File: config.mk
export PLATFORM = sky130hd
export DESIGN_NAME = k_and_s_decode_stage
export DESIGN_NICKNAME = d
export VERILOG_FILES = /design/src/rtl/k_and_s_pkg.sv /design/src/rtl/k_and_s_opcode_lut.sv /design/src/rtl/k_and_s_decode_stage.sv
export SDC_FILE = /design/constraint.sdc
export NUM_CORES = 1
export LEC_CHECK = 0
export BUFFER_PORTS_ARGS = -buffer_cell sky130_fd_sc_hd__buf_2
export CAP_MARGIN = 20
export CORE_MARGIN = 2
export CORE_UTILIZATION = 48
export DETAILED_ROUTE_END_ITERATION = 10
export HOLD_SLACK_MARGIN = 0.1
export PLACE_DENSITY = 0.8
export SETUP_SLACK_MARGIN = 0.05
export SYNTH_ARGS = -nofsm -noshare
export SYNTH_HDL_FRONTEND = slang
export SYNTH_HIERARCHICAL = 1
export SYNTH_SLANG_ARGS = --single-unit
export TNS_END_PERCENT = 50
File: constraint.sdc
create_clock -name clk -period 2.1 [get_ports clk]
set_input_delay 0.21 -clock clk [delete_from_list [all_inputs] [get_ports clk]]
set_output_delay 0.21 -clock clk [all_outputs]
set_load 0.01 [all_outputs]
File: src/rtl/k_and_s_pkg.sv
// Shared opcode values, decoded instruction types and the opcode decode table.
package k_and_s_pkg;

  localparam int unsigned OPC_W = 8;

  localparam logic [OPC_W-1:0] OPC_NOP    = 8'h00;
  localparam logic [OPC_W-1:0] OPC_LOAD   = 8'h81;
  localparam logic [OPC_W-1:0] OPC_STORE  = 8'h82;
  localparam logic [OPC_W-1:0] OPC_MOVE   = 8'h91;
  localparam logic [OPC_W-1:0] OPC_ADD    = 8'hA1;
  localparam logic [OPC_W-1:0] OPC_SUB    = 8'hA2;
  localparam logic [OPC_W-1:0] OPC_AND    = 8'hA3;
  localparam logic [OPC_W-1:0] OPC_OR     = 8'hA4;
  localparam logic [OPC_W-1:0] OPC_BRANCH = 8'h01;
  localparam logic [OPC_W-1:0] OPC_BZERO  = 8'h02;
  localparam logic [OPC_W-1:0] OPC_BNZERO = 8'h0B;
  localparam logic [OPC_W-1:0] OPC_BNEG   = 8'h03;
  localparam logic [OPC_W-1:0] OPC_BNNEG  = 8'h0A;
  localparam logic [OPC_W-1:0] OPC_BOV    = 8'h04;
  localparam logic [OPC_W-1:0] OPC_BNOV   = 8'h05;
  localparam logic [OPC_W-1:0] OPC_HALT   = 8'hFF;

  typedef enum logic [4:0] {
    I_NOP, I_LOAD, I_STORE, I_MOVE, I_ADD, I_SUB, I_AND, I_OR,
    I_BRANCH, I_BZERO, I_BNZERO, I_BNEG, I_BNNEG, I_BOV, I_BNOV, I_HALT
  } decoded_instruction_type;

  typedef struct packed {
    decoded_instruction_type op;
    logic                    illegal;
  } decode_result_t;

  // Map an 8-bit opcode to its instruction type; unknown opcodes become an illegal NOP.
  function automatic decode_result_t decode_opcode(input logic [OPC_W-1:0] opc);
    decode_result_t res;
    res.op      = I_NOP;
    res.illegal = 1'b0;
    case (opc)
      OPC_NOP:    res.op = I_NOP;
      OPC_LOAD:   res.op = I_LOAD;
      OPC_STORE:  res.op = I_STORE;
      OPC_MOVE:   res.op = I_MOVE;
      OPC_ADD:    res.op = I_ADD;
      OPC_SUB:    res.op = I_SUB;
      OPC_AND:    res.op = I_AND;
      OPC_OR:     res.op = I_OR;
      OPC_BRANCH: res.op = I_BRANCH;
      OPC_BZERO:  res.op = I_BZERO;
      OPC_BNZERO: res.op = I_BNZERO;
      OPC_BNEG:   res.op = I_BNEG;
      OPC_BNNEG:  res.op = I_BNNEG;
      OPC_BOV:    res.op = I_BOV;
      OPC_BNOV:   res.op = I_BNOV;
      OPC_HALT:   res.op = I_HALT;
      default:    res.illegal = 1'b1;
    endcase
    return res;
  endfunction

endpackage

File: src/rtl/k_and_s_opcode_lut.sv
// Combinational opcode lookup, kept separate so the table can be exercised on its own.
module k_and_s_opcode_lut
  import k_and_s_pkg::*;
(
  input  logic [OPC_W-1:0]        opcode,
  output decoded_instruction_type op_c,
  output logic                    illegal_c
);

  decode_result_t res;

  // Table lookup.
  always_comb res = decode_opcode(opcode);

  assign op_c      = res.op;
  assign illegal_c = res.illegal;

endmodule

File: src/rtl/k_and_s_decode_stage.sv
// K&S decode stage: opcode/field decode into a 2-entry skid buffer with HALT latching.
module k_and_s_decode_stage
  import k_and_s_pkg::*;
#(
  parameter int unsigned INSTR_W = 16,
  parameter int unsigned REG_AW  = 2,
  parameter int unsigned ADDR_W  = 5,
  parameter int unsigned CNT_W   = 16
) (
  input  logic               clk,
  input  logic               rst,
  input  logic               flush,
  input  logic               in_valid,
  output logic               in_ready,
  input  logic [INSTR_W-1:0] in_instr,
  output logic               out_valid,
  input  logic               out_ready,
  output logic [4:0]         out_op,
  output logic [REG_AW-1:0]  out_ra,
  output logic [REG_AW-1:0]  out_rb,
  output logic [REG_AW-1:0]  out_rc,
  output logic [ADDR_W-1:0]  out_addr,
  output logic               out_illegal,
  output logic               halted,
  output logic [CNT_W-1:0]   dec_count
);

  typedef struct packed {
    decoded_instruction_type op;
    logic [REG_AW-1:0]       ra;
    logic [REG_AW-1:0]       rb;
    logic [REG_AW-1:0]       rc;
    logic [ADDR_W-1:0]       addr;
    logic                    illegal;
  } decoded_entry_t;

  decoded_entry_t          ent0, ent1, ent0_n, ent1_n, new_ent;
  logic [1:0]              cnt, cnt_n;
  logic                    halt_pending, halt_pending_n;
  logic                    halted_q, halted_n;
  logic [CNT_W-1:0]        dec_count_q, dec_count_n;
  logic                    in_ready_q, in_ready_n;
  logic                    out_valid_q, out_valid_n;
  logic                    push, pop;
  decoded_instruction_type lut_op;
  logic                    lut_illegal;
  logic                    unused_bits;

  k_and_s_opcode_lut u_lut (
    .opcode    (in_instr[INSTR_W-1 -: OPC_W]),
    .op_c      (lut_op),
    .illegal_c (lut_illegal)
  );

  // Bits between the register fields and the opcode carry no meaning for decode.
  assign unused_bits = ^in_instr;

  // Assemble the decoded entry from the incoming word; field extraction is unconditional.
  always_comb begin
    new_ent.op      = lut_op;
    new_ent.illegal = lut_illegal;
    new_ent.ra      = in_instr[3*REG_AW-1 -: REG_AW];
    new_ent.rb      = in_instr[2*REG_AW-1 -: REG_AW];
    new_ent.rc      = in_instr[REG_AW-1:0];
    new_ent.addr    = in_instr[ADDR_W-1:0];
  end

  assign push = in_valid && in_ready_q;
  assign pop  = out_valid_q && out_ready;

  // Next-state for buffer, halt latch and counter; flush overrides any push/pop.
  always_comb begin
    ent0_n         = ent0;
    ent1_n         = ent1;
    cnt_n          = cnt;
    halt_pending_n = halt_pending;
    halted_n       = halted_q;
    dec_count_n    = dec_count_q;
    if (flush) begin
      cnt_n          = 2'd0;
      halt_pending_n = 1'b0;
      halted_n       = 1'b0;
    end else begin
      if (pop) begin
        dec_count_n = dec_count_q + CNT_W'(1);
        if (ent0.op == I_HALT) halted_n = 1'b1;
      end
      case ({push, pop})
        2'b10: begin
          if (cnt == 2'd0) ent0_n = new_ent;
          else             ent1_n = new_ent;
          cnt_n = cnt + 2'd1;
        end
        2'b01: begin
          ent0_n = ent1;
          cnt_n  = cnt - 2'd1;
        end
        // Only reachable with one entry held: the new word replaces the departing head.
        2'b11:   ent0_n = new_ent;
        default: ;
      endcase
      if (push && (new_ent.op == I_HALT)) halt_pending_n = 1'b1;
    end
    in_ready_n  = !halt_pending_n && (cnt_n < 2'd2);
    out_valid_n = (cnt_n != 2'd0);
  end

  // State register with asynchronous reset.
  always_ff @(posedge clk or posedge rst) begin
    if (rst) begin
      ent0         <= '0;
      ent1         <= '0;
      cnt          <= 2'd0;
      halt_pending <= 1'b0;
      halted_q     <= 1'b0;
      dec_count_q  <= '0;
      in_ready_q   <= 1'b0;
      out_valid_q  <= 1'b0;
    end else begin
      ent0         <= ent0_n;
      ent1         <= ent1_n;
      cnt          <= cnt_n;
      halt_pending <= halt_pending_n;
      halted_q     <= halted_n;
      dec_count_q  <= dec_count_n;
      in_ready_q   <= in_ready_n;
      out_valid_q  <= out_valid_n;
    end
  end

  assign in_ready    = in_ready_q;
  assign out_valid   = out_valid_q;
  assign out_op      = ent0.op;
  assign out_ra      = ent0.ra;
  assign out_rb      = ent0.rb;
  assign out_rc      = ent0.rc;
  assign out_addr    = ent0.addr;
  assign out_illegal = ent0.illegal;
  assign halted      = halted_q;
  assign dec_count   = dec_count_q;

endmodule

After elaboration in Yosys (flattened, before gate mapping)
Cells that the tools add are included.
- register bits: 56
- input port bits: 21
- output and inout port bits: 36
- logic and storage cells: 72
- add/sub/neg operators: 3
- order comparisons: 1
- equal/unequal tests: 21
- mux-type cells: 11
- bitwise gates (word level): 2
- reductions and logical operators: 16
- operators by type and width (operator ; count):
    equality test 8 bit (second input constant) ; 8
    one-hot mux 4 bit (15 select lines) ; 1
    one-hot mux 17 bit (3 select lines) ; 1
    2-to-1 mux 17 bit ; 1
    adder 16 x 1 -> 16 bit (second input constant) ; 1
    equality test 8 x 2 -> 1 bit (second input constant) ; 2
    equality test 8 x 3 -> 1 bit (second input constant) ; 2
    equality test 8 x 4 -> 1 bit (second input constant) ; 2
    OR reduction 16 bit ; 1
    equality test 5 x 4 -> 1 bit (second input constant) ; 2
    equality test 8 x 1 -> 1 bit (second input constant) ; 1
    zero test 8 bit ; 1
    2-to-1 mux 1 bit ; 6
    AND reduction 3 bit ; 2
    nonzero test 2 bit ; 3
    equality test 2 bit (second input constant) ; 2
    logical AND 1 bit ; 4
    one-hot mux 2 bit (2 select lines) ; 1
    AND reduction 2 bit ; 2
    nonzero test 3 bit ; 1
    adder 2 x 1 -> 2 bit (second input constant) ; 1
    equality test 2 x 1 -> 1 bit (second input constant) ; 1
    zero test 2 bit ; 1
    < comparator 2 bit (second input constant) ; 1
    other kinds (5) ; 6

Longest topological paths before layout
Gate-level depths: netlist of the first run.
- word-level depth: 8
- gate-level depth with buffers: 9
- mapped depth without buffers: 8

Cells and area by module
The synthesis of the first run kept the hierarchy.
- by module, submodules not included (module ; instances ; cells each ; area an instance (µm²) ; seq. area each (µm²)):
    k_and_s_decode_stage ; 1 ; 173 ; 2060.7 ; 1151.1
    k_and_s_opcode_lut ; 1 ; 58 ; 364.1 ; 0.0

Worst setup path after synthesis of the first run
OpenSTA, ideal clock, no wires.
- path type: register to register
- start point: register out_valid_q (netlist: out_valid)
- end point: register ent1[10] (netlist name)
- setup time: 0.125 ns
- arrival: 1.651 ns
- required time: 1.975 ns
- path slack: 0.325 ns
- stages on the path, launching flop included: 8
- cell sequence: dfrtp_1 and2_1 inv_1 ha_1 o21ai_0 nor2_1 buf_2 mux2_2
- longest elaborated chain between the ends: 3
- RTL lines (element ; RTL line ; text):
    start, declared ; k_and_s_decode_stage.sv:43 ; logic out_valid_q, out_valid_n;
    start signal, assigned ; k_and_s_decode_stage.sv:127 ; out_valid_q <= out_valid_n;
    logical AND 1 bit ; k_and_s_decode_stage.sv:69 ; assign pop = out_valid_q && out_ready;
    equality test 2 bit ; k_and_s_decode_stage.sv:88 ; case ({push, pop})
    AND reduction 3 bit (no source line) ; n/a ;
    end signal, assigned ; k_and_s_decode_stage.sv:121 ; ent1 <= ent1_n;
    end, declared ; k_and_s_decode_stage.sv:37 ; decoded_entry_t ent0, ent1, ent0_n, ent1_n, new_ent;
No other way between the ends.
A chain may end at the register's enable or synchronous reset.

Worst setup path in the final report of the first run
Same ends and word-level chain as after synthesis.

==> summary.txt, run 1 <==
Outcome
  – Status: complete, no violations

Clock network
  – Worst-skew pair later-pin latency: a little under 300 ps
  – Buffer depth of the longest clock path: 2
  – CTS H-Tree Depth: 2
  – CTS tree: done
  – Setup Buffers After CTS: 0
  – Clk sinks: 46
  – Clock root cell: clkbuf_8
  – TritonCTS Buffers: 5
  – CTS clk-pin slew, worst paths: 80 ps

Floorplanning
  – Total die area: 5640 sq um
  – Die height: 75.1 um
  – Row cnt: 25
  – Core area: approximately 4800 sq um
  – Initial Util: 50.7%
  – I/O pin total: 57
  – Die width: 75.1 um

Setup path
  – Critical R2R Capture: ent1[10]$_DFFE_PP0P_
  – Arrival time worst endpoint: slightly below 2000 ps
  – R2R Setup Slk: 300 ps
  – Worst Path Required: 2280 ps
  – Worst Setup Start Kind: register
  – Worst r2r src: out_valid$_DFF_PP0_
  – CP Max Fanout: 12
  – R2r worst-path depth: 7
  – Crit Path Class: register to register
  – Critical Path End Type: register

Finish
  – Design Area, Final: 2800 sq um
  – Share of layout cells above drive strength 1: 31.4%
  – Final non-filler cell total: between 300 and 400
  – Most common cell after layout, fill and taps aside: buf_2
  – Nets: 304
  – Fin util: 58.5%
  – Diodes inserted: 0
  – Most frequent cells in the layout: buf_2 (54), dfrtp_1 (46), nand2_1 (23), o21ai_0 (15)
  – Synthesis-to-layout area growth: 15.4%

Logic synthesis
  – Top area cells in the synthesized netlist: dfrtp_1 (47%), mux2_2 (6.0%), mux2i_1 (5.0%)
  – Sequential fraction of the synthesis area: 47.5%
  – Syn Nets: roughly 260
  – Ys Warns: 6
  – Mux cell area share after synthesis: between 10% and 20%
  – Ys async rst share: 100%
  – Largest family of logic cells by synthesized area: simple AND/OR/NAND/NOR gates
  – Number of synthesized flops with an enable pin: 0
  – Synthesized flop and latch total: 46
  – Synth Area in Simple Gates: 18.0%
  – Synth area leader: dfrtp_1
  – Distinct cells, synth: 50
  – Gate Count Post-Synth: 231
  – Compound-Gate Fraction of Synth Area: under 10%
  – Top_reg_cell synth: dfrtp_1
  – Synth Area per Inst: ~10 sq um
  – Mapped Area: 2420 sq um
  – Post-Synth XOR/XNOR Area: 6.14%
  – Adder-Cell Fraction of Synth Area: 2.06%
  – Top-area cell type share of the netlist area: between 40% and 50%

Timing
  – Min Tclk post-route: roughly 1800 ps
  – Worst hold margin: between 150 and 200 ps
  – Final setup viols: 0
  – Fmax: between 500 and 600 MHz
  – Worst-margin pin slew: 571 ps
  – Max-slew headroom: 61.9%
  – Setup Skew: 4.52 ps
  – RSZ-0062 raised after global routing: no
  – Period utilization: 85.9%
  – Worst setup margin: between 200 and 300 ps
  – Final Hold Fails: 0
  – Slew Limit Fails: 0
  – Total negative slack: 0 ps

Global routing
  – Largest net degree at the start of global routing: 47
  – Initial antenna violation count: 0
  – Overall global routing resource usage: 17.5%
  – First-pass GRT wire length: approximately 7.5 mm
  – Remaining global-route overflow: 0
  – Number of global-route vias before repair: 1644

Routing
  – Initial DRC count: about 130
  – Wirelength per Cell: 13.2 um
  – Post-route antenna net violation count: 0
  – DR DRC count: 0
  – Drt first pass iters: 4
  – Vias per cell: approximately 5.2
  – Final WL: 4.59 mm
  – DR vias: 1815

Placed design
  – Dpl cells: 338
  – GPL Wtd Cong: 0.890
  – Area after DPL: about 2700 sq um
  – Buffers on Ports: 54
  – Post-DP HPWL: 3.40 mm
  – Place WS: 87.0 ps

Worst hold path
  – Hold Path Origin: in_instr[0]
  – Worst min path class: input pin to register
  – Worst Hold Endpoint: ent1[6]$_DFFE_PP0P_
  – Hold depth: 2

Flow run
  – Max-cap violations: 0

Pwr
  – Worst vdd ir: ~0.32 mV
  – PD cells: approximately 950 nW/um^2
  – LEAKAGE: 1.31 nW
  – Pwr Total: 2.65 mW
==> worst max-delay path by stage <==
stage | endpoint | slack [ps] | startpoint
floorplan | ent1[10]$_DFFE_PP0P_ | 320 | out_valid$_DFF_PP0_
global placement | in_ready$_DFF_PP0_ | 160 | in_instr[13]
detailed placement | in_ready$_DFF_PP0_ | 90 | in_instr[13]
CTS | out_rb[0]$_DFFE_PP0P_ | 250 | out_valid$_DFF_PP0_
global route | ent1[10]$_DFFE_PP0P_ | 160 | out_valid$_DFF_PP0_
finish | ent1[10]$_DFFE_PP0P_ | 300 | out_valid$_DFF_PP0_
==> metal layers <==
layer / track usage, % / part of all wire [%] / up-vias
met2: 28.8 / 50 / 45
met5: 0 / 0 / -
met4: 7.94 / 1.8 / 0
met3: 5.09 / 4.5 / 6
li1: - / - / 897
met1: 21.4 / 44 / 867
==> registers in the layout (all words and copies together) (netlist names), 2 cells and up <==
register   flops
cnt            2
dec_count     16
ent1          12
out_addr       2
out_op         5
out_ra         2
==> worst max-delay path: stages, from the launching register on <==
cell and delay [ps]:
dfrtp_1 390, and2_1 200, inv_1 120, ha_1 150
o21ai_0 120, nor2_1 130, buf_4 220, mux2_2 370
==> cell usage after synthesis (all sizes together) (2+ instances only) <==
cell type,instances
or2,2
nand2,24
buf,15
xor2,4
inv,4
or3,3
and3,2
ha,4
dfrtp,46
nor4b,3
mux2,13
nor2,12
and4,4
nand4,4
clkbuf,4
nand3,7
and2,3
xnor2,13
a31oi,2
nor3,4
o21ai,20
mux2i,12
a21oi,5
==> final cells by class <==
class | instances | area [sq um]
clock buffer | 7 | 86.3
inverter | 4 | 15.0
multi-input combinational | 162 | 1140
clock inverter | 1 | 5.00
tap | 67 | 83.8
fill | 421 | 1990
sequential | 46 | 1150
timing repair buffer | 60 | 318
==> kinds of logic (layout without fill, tap and decap cells) <==
kind of cell	Yosys count	count (layout)
AND/OR/NAND/NOR	78	78
flip-flops	46	46
AO/OA/AOI/OAI	37	37
multiplexers	25	25
buffers and inverters	23	72
XOR/XNOR	17	17
adder cells (fa/ha/maj)	4	4
other	1	1
==> where the power goes <==
| group | leakage [nW] | switching, mW | internal, mW | total (mW) |
|---|---|---|---|---|
| clock | 0.0482 | 0.280 | 0.266 | 0.545 |
| combinational | 0.665 | 0.431 | 0.379 | 0.811 |
| sequential | 0.597 | 0.162 | 1.13 | 1.29 |
==> repair_timing <==
action,4_1_cts,5_1_grt
endpoints found under the hold margin,46,0
resized for setup,0,1
hold buffers,1,0
endpoints found under the setup margin,0,5
(Power assumes the default switching activity.)
==> run 2: changes to the inputs <==
--- a/config.mk
+++ b/config.mk
@@ -17,4 +17,3 @@
 export SYNTH_HDL_FRONTEND = slang
 export SYNTH_HIERARCHICAL = 1
 export SYNTH_SLANG_ARGS = --single-unit
-export TNS_END_PERCENT = 50
==> constraint.sdc (replaced) <==
create_clock -name clk -period 2 [get_ports clk]
set_input_delay 0.2 -clock clk [delete_from_list [all_inputs] [get_ports clk]]
set_output_delay 0.2 -clock clk [all_outputs]
set_load 0.01 [all_outputs]
==> summary.txt, run 2 (synthesized netlist as in run 1, its figures left out) <==
Timing
  – Slew Limit Fails: 0 (unchanged)
  – Period utilization: 87.4% (+1.6 points)
  – Setup Skew: 10.5 ps (+6.03 ps)
  – Final Hold Fails: 0 (unchanged)
  – Final setup viols: 0 (unchanged)
  – Max-slew headroom: 62.1% (+0.20 points)
  – Worst-margin pin slew: 568 ps (-2.99 ps)
  – Fmax: 572 MHz (+3.1%)
  – Total negative slack: 0 ps (unchanged)
  – Min Tclk post-route: 1750 ps (-54.5 ps)
  – RSZ-0062 raised after global routing: no

Finish
  – Multi-input gate area: 1140 sq um (-0.22%)
  – Most common cell after layout, fill and taps aside: buf_2
  – Synthesis-to-layout area growth: 16.5%
  – Design Area, Final: 2820 sq um (+0.94%)
  – Max reg flops: 16 (unchanged)
  – Fillers: 419 (-0.48%)
  – Final non-filler cell total: 349 (+0.58%)
  – Most frequent cells in the layout: buf_2 (54), dfrtp_1 (46), nand2_1 (24), o21ai_0 (15)
  – Share of layout cells above drive strength 1: 31.9% (+0.49 points)
  – Diodes inserted: 0 (unchanged)
  – Nets: 306 (+0.66%)
  – Fin util: 59.0% (+0.55 points)
  – Storage cell area: 1150 sq um (unchanged)

Routing
  – Initial DRC count: 69 (-45%)
  – Drt first pass iters: 4 (unchanged)
  – Final WL: 4.68 mm (+2.0%)
  – Wirelength per Cell: 13.4 um (+1.5%)
  – Metal-1 WL: 2.14 mm (+6.0%)
  – DR DRC count: 0 (unchanged)
  – Met2 Wirelength: 2.21 mm (-2.7%)
  – Post-route antenna net violation count: 0 (unchanged)
  – DR vias: 1840 (+1.4%)
  – Vias per cell: 5.27 (+0.80%)
  – Top Metal Used: met4
  – Met3 WL: 236 um (+13%)

Clock network
  – CTS H-Tree Depth: 2 (unchanged)
  – Worst-skew pair later-pin latency: 300 ps (about the same)
  – Clk sinks: 46 (unchanged)
  – Clock root cell: clkbuf_8
  – TritonCTS Buffers: 5 (unchanged)
  – Buffer depth of the longest clock path: 2 (unchanged)
  – CTS tree: done
  – Post-CTS sizing: 0 (unchanged)
  – CTS clk-pin slew, worst paths: 90 ps (about the same)

Global routing
  – Initial antenna violation count: 0 (unchanged)
  – Number of global-route vias before repair: 1695 (+3.1%)
  – Remaining global-route overflow: 0 (unchanged)
  – Overall global routing resource usage: 17.5% (about the same)
  – Largest net degree at the start of global routing: 47 (unchanged)
  – First-pass GRT wire length: 7.56 mm (+1.4%)

Worst hold path
  – Worst min path class: input pin to register
  – Hold depth: 2 (unchanged)

Placed design
  – Post-DP HPWL: 3.35 mm (-1.4%)
  – GPL Wtd Cong: 0.876 (-1.6%)
  – Dpl cells: 340 (+0.59%)
  – Area after DPL: 2710 sq um (+0.56%)
  – Buffers on Ports: 54 (unchanged)

Pwr
  – Worst vdd ir: 0.324 mV (+2.2%)
  – Pwr Total: 2.85 mW (+7.6%)
  – PD cells: 1010 nW/um^2 (+6.6%)
  – LEAKAGE: 1.33 nW (+1.2%)

Floorplanning
  – Die height: 75.1 um (unchanged)
  – Die width: 75.1 um (unchanged)
  – I/O pin total: 57 (unchanged)
  – Initial Util: 50.7% (unchanged)
  – Row cnt: 25 (unchanged)
  – Total die area: 5640 sq um (unchanged)
  – Core area: 4790 sq um (unchanged)

Flow run
  – Max-cap violations: 0 (unchanged)

Setup path
  – Arrival time worst endpoint: 1930 ps (-50 ps)
  – Worst Setup Start Kind: register
  – Crit Path Class: register to register
  – R2r worst-path depth: 7 (unchanged)
  – Worst Path Required: 2180 ps (-100 ps)
  – Critical Path End Type: register
  – CP Max Fanout: 12 (unchanged)

Outcome
  – Status: complete, no violations
==> run 2: cell types whose count changed in the layout (fill, tap and decap cells not counted) <==
cell / delta
clkbuf_8: +1
nand2_2: -1
clkbuf_1: -1
clkinv_2: -1
nand2_1: +1
clkinv_4: +1
buf_4: +2
==> run 2: area by class of cell <==
cell class                 instances  share of cell area [%]
sequential                        46                    40.8
multi-input combinational        162                    40.2
timing repair buffer              62                    11.8
clock buffer                       7                    3.41
tap                               67                    2.97
inverter                           4                   0.532
clock inverter                     1                   0.310
==> run 2: worst max-delay path, cell delays in order, from the launching register on <==
cell	delay, ps
dfrtp_1	390
and2_1	190
inv_1	130
ha_1	150
o21ai_0	100
nor2_1	100
buf_4	210
mux2_2	350
==> run 2: layer usage <==
| layer | up-vias | track usage (%) |
|---|---|---|
| li1 | 909 | - |
| met1 | 864 | 22.0 |
| met2 | 58 | 28.8 |
| met3 | 9 | 4.15 |
| met4 | 0 | 7.74 |
| met5 | - | 0 |
==> run 2: what timing repair did <==
item | CTS | global route
setup buffers | 0 | 0
hold buffers | 1 | 0
hold endpoints to repair | 46 | 0
==> run 2: path summary, 6_finish.rpt <==
| path | to | slack (ps) | startpoint |
|---|---|---|---|
| min reg2reg | out_illegal$_DFFE_PP0P_ | 480 | out_illegal$_DFFE_PP0P_ |
| max reg2reg | ent1[16]$_DFFE_PP0P_ | 250 | out_valid$_DFF_PP0_ |
| min in group asynchronous | dec_count[2]$_DFFE_PP0P_ | 580 | rst |
| min | ent1[4]$_DFFE_PP0P_ | 140 | in_instr[3] |
| max | ent1[16]$_DFFE_PP0P_ | 250 | out_valid$_DFF_PP0_ |
| max in group asynchronous | ent1[13]$_DFFE_PP0P_ | 1030 | rst |
==> run 2: power breakdown <==
part | total (mW) | switching [mW] | internal [mW]
Combinational | 0.853 | 0.448 | 0.405
Clock | 0.627 | 0.311 | 0.317
Sequential | 1.37 | 0.183 | 1.18
Total | 2.85 | 0.941 | 1.91
==> run 2: metrics by stage <==
stage | setup slack (ps) | hold slack, ps
after CTS | 238 | 143
after global routing | 123 | 150
after global placement | 135 | 369
final | 252 | 139
after detailed placement | 89.6 | 372
after floorplan | 225 | 352
==> run 3: changes to the inputs <==
==> constraint.sdc (replaced) <==
create_clock -name clk -period 2 [get_ports clk]
set_input_delay 0.2 -clock clk [delete_from_list [all_inputs] [get_ports clk]]
set_output_delay 0.2 -clock clk [all_outputs]
set_load 0.05 [all_outputs]
==> summary.txt, run 3 (synthesized netlist as in run 1, its figures left out) <==
Setup path
  – Crit Path Class: register to register
  – CP startpoint: out_valid$_DFF_PP0_
  – Worst r2r src: out_valid$_DFF_PP0_
  – Critical R2R Capture: ent1[15]$_DFFE_PP0P_
  – CP Capture Point: ent1[15]$_DFFE_PP0P_
  – Worst Path Required: 2180 ps (about the same)
  – R2R Setup Slk: 190 ps (-60 ps)
  – R2r worst-path depth: 7 (unchanged)
  – Worst Setup Start Kind: register
  – CP Max Fanout: 12 (unchanged)
  – Arrival time worst endpoint: 1990 ps (+60 ps)
  – Critical Path End Type: register

Routing
  – Post-route antenna net violation count: 0 (unchanged)
  – Drt first pass iters: 4 (unchanged)
  – Final WL: 4.68 mm (about the same)
  – Initial DRC count: 66 (-4.3%)
  – Vias per cell: 5.31 (+0.74%)
  – DR vias: 1859 (+1.0%)
  – Wirelength per Cell: 13.4 um (-0.35%)
  – DR DRC count: 0 (unchanged)

Floorplanning
  – Total die area: 5640 sq um (unchanged)
  – Die height: 75.1 um (unchanged)
  – Row cnt: 25 (unchanged)
  – I/O pin total: 57 (unchanged)
  – Initial Util: 50.7% (unchanged)
  – Core area: 4790 sq um (unchanged)
  – Die width: 75.1 um (unchanged)

Placed design
  – Place WS: 87.1 ps (-2.47 ps)
  – Buffers on Ports: 54 (unchanged)
  – GPL Wtd Cong: 0.883 (+0.75%)
  – Post-DP HPWL: 3.44 mm (+2.7%)
  – Area after DPL: 2720 sq um (+0.32%)
  – Dpl cells: 341 (+0.29%)

Pwr
  – Worst vdd ir: 0.567 mV (+75%)
  – Int Power: 1.88 mW (-1.6%)
  – Comb pwr share: 42.9% (+13 points)
  – Pwr Total: 3.39 mW (+19%)
  – Register share of total power: 40.1% (-7.9 points)
  – Clock Power Share: 17.0% (-5.0 points)
  – Sw Pwr: 1.51 mW (+61%)
  – Switching Share: 44.7% (+12 points)
  – PD cells: 1200 nW/um^2 (+19%)
  – LEAKAGE: 1.32 nW (-0.20%)

Global routing
  – Remaining global-route overflow: 0 (unchanged)
  – First-pass GRT wire length: 7.59 mm (+0.37%)
  – Largest net degree at the start of global routing: 25 (-47%)
  – Initial antenna violation count: 0 (unchanged)
  – Overall global routing resource usage: 17.8% (+0.25 points)
  – Number of global-route vias before repair: 1694 (-0.059%)

Timing
  – Min Tclk post-route: 1810 ps (+59.9 ps)
  – Worst hold margin: 149 ps (+9.59 ps)
  – RSZ-0062 raised after global routing: no
  – Period utilization: 90.4% (+3.0 points)
  – Setup Skew: 4.56 ps (-5.99 ps)
  – Final Hold Fails: 0 (unchanged)
  – Fmax: 553 MHz (-3.3%)
  – Slew Limit Fails: 0 (unchanged)
  – Final setup viols: 0 (unchanged)
  – Worst setup margin: 192 ps (-59.9 ps)
  – Total negative slack: 0 ps (unchanged)

Finish
  – Diodes inserted: 0 (unchanged)
  – Most frequent cells in the layout: buf_2 (54), dfrtp_1 (45), nand2_1 (24), o21ai_0 (15)
  – Nets: 307 (+0.33%)
  – Fillers: 424 (+1.2%)
  – Most common cell after layout, fill and taps aside: buf_2
  – Design Area, Final: 2820 sq um (-0.18%)
  – Share of layout cells above drive strength 1: 32.2% (+0.24 points)
  – Final non-filler cell total: 350 (+0.29%)
  – Max reg flops: 16 (unchanged)
  – Fin util: 58.9% (-0.10 points)
  – Synthesis-to-layout area growth: 16.3%

Clock network
  – CTS H-Tree Depth: 2 (unchanged)
  – TritonCTS Buffers: 5 (unchanged)
  – Worst-skew pair later-pin latency: 300 ps (about the same)
  – CTS tree: done
  – Clk sinks: 46 (unchanged)
  – Post-CTS sizing: 0 (unchanged)
  – Buffer depth of the longest clock path: 2 (unchanged)
  – CTS clk-pin slew, worst paths: 80 ps (about the same)
  – Clock root cell: clkbuf_8

Flow run
  – Max-cap violations: 0 (unchanged)

Outcome
  – Status: complete, no violations

Worst hold path
  – Worst min path class: input pin to register
[run 3: cell count changes in the layout (fill, tap and decap cells not counted)]
cell,delta
clkbuf_1,+1
dfrtp_2,+1
clkinv_4,-1
dfrtp_1,-1
clkbuf_8,-1
clkinv_2,+1
buf_4,+1
[run 3: timing repair]
item / 4_1_cts / 5_1_grt
endpoints found under the hold margin: 22 / 0
hold buffers: 1 / 0
setup buffers: 0 / 0
endpoints found under the setup margin: 0 / 0
[run 3: layout make-up]
class,count,area [sq um],area share [%]
Clock buffer,7,86.3,3.06
Clock inverter,1,5.00,0.178
Inverter,4,15.0,0.533
Multi-Input combinational cell,162,1140,40.3
Sequential cell,46,1150,40.9
Tap cell,67,83.8,2.97
Timing Repair Buffer,63,340,12.1
[run 3: power groups by stage]
stage	clock [mW]	combinational [mW]	sequential, mW
final	0.576	1.46	1.36
after global routing	0.632	1.56	1.40
after CTS	0.594	1.47	1.36
after detailed placement	0	1.45	1.38
after global placement	0	1.42	1.36
after floorplan	0	0.702	1.85
[run 3: routing by layer]
metal	share of wire [%]	up-vias	global-route usage [%]
met3	5.5	9	4.69
met4	2.0	0	7.74
met2	50	56	29.7
li1	-	915	-
met1	43	879	21.6
met5	0	-	0
[run 3: worst min path at each step]
stage / from / end / slack, ps / depth (start not counted)
floorplan: in_instr[4] / ent1[10]$_DFFE_PP0P_ / 350 / 1
detailed placement: rst / dec_count[6]$_DFFE_PP0P_ / 250 / 2
global placement: rst / dec_count[6]$_DFFE_PP0P_ / 250 / 2
finish: in_instr[3] / ent1[4]$_DFFE_PP0P_ / 150 / 2
CTS: in_instr[2] / ent1[8]$_DFFE_PP0P_ / 140 / 2
global route: in_instr[2] / ent1[8]$_DFFE_PP0P_ / 150 / 2
[run 3: worst max-delay path, stage by stage, from the launching register on]
cell     delay [ps]
dfrtp_2         410
and2_1          190
inv_1           120
ha_1            150
o21ai_0         120
nor2_1          130
buf_4           220
mux2_2          360
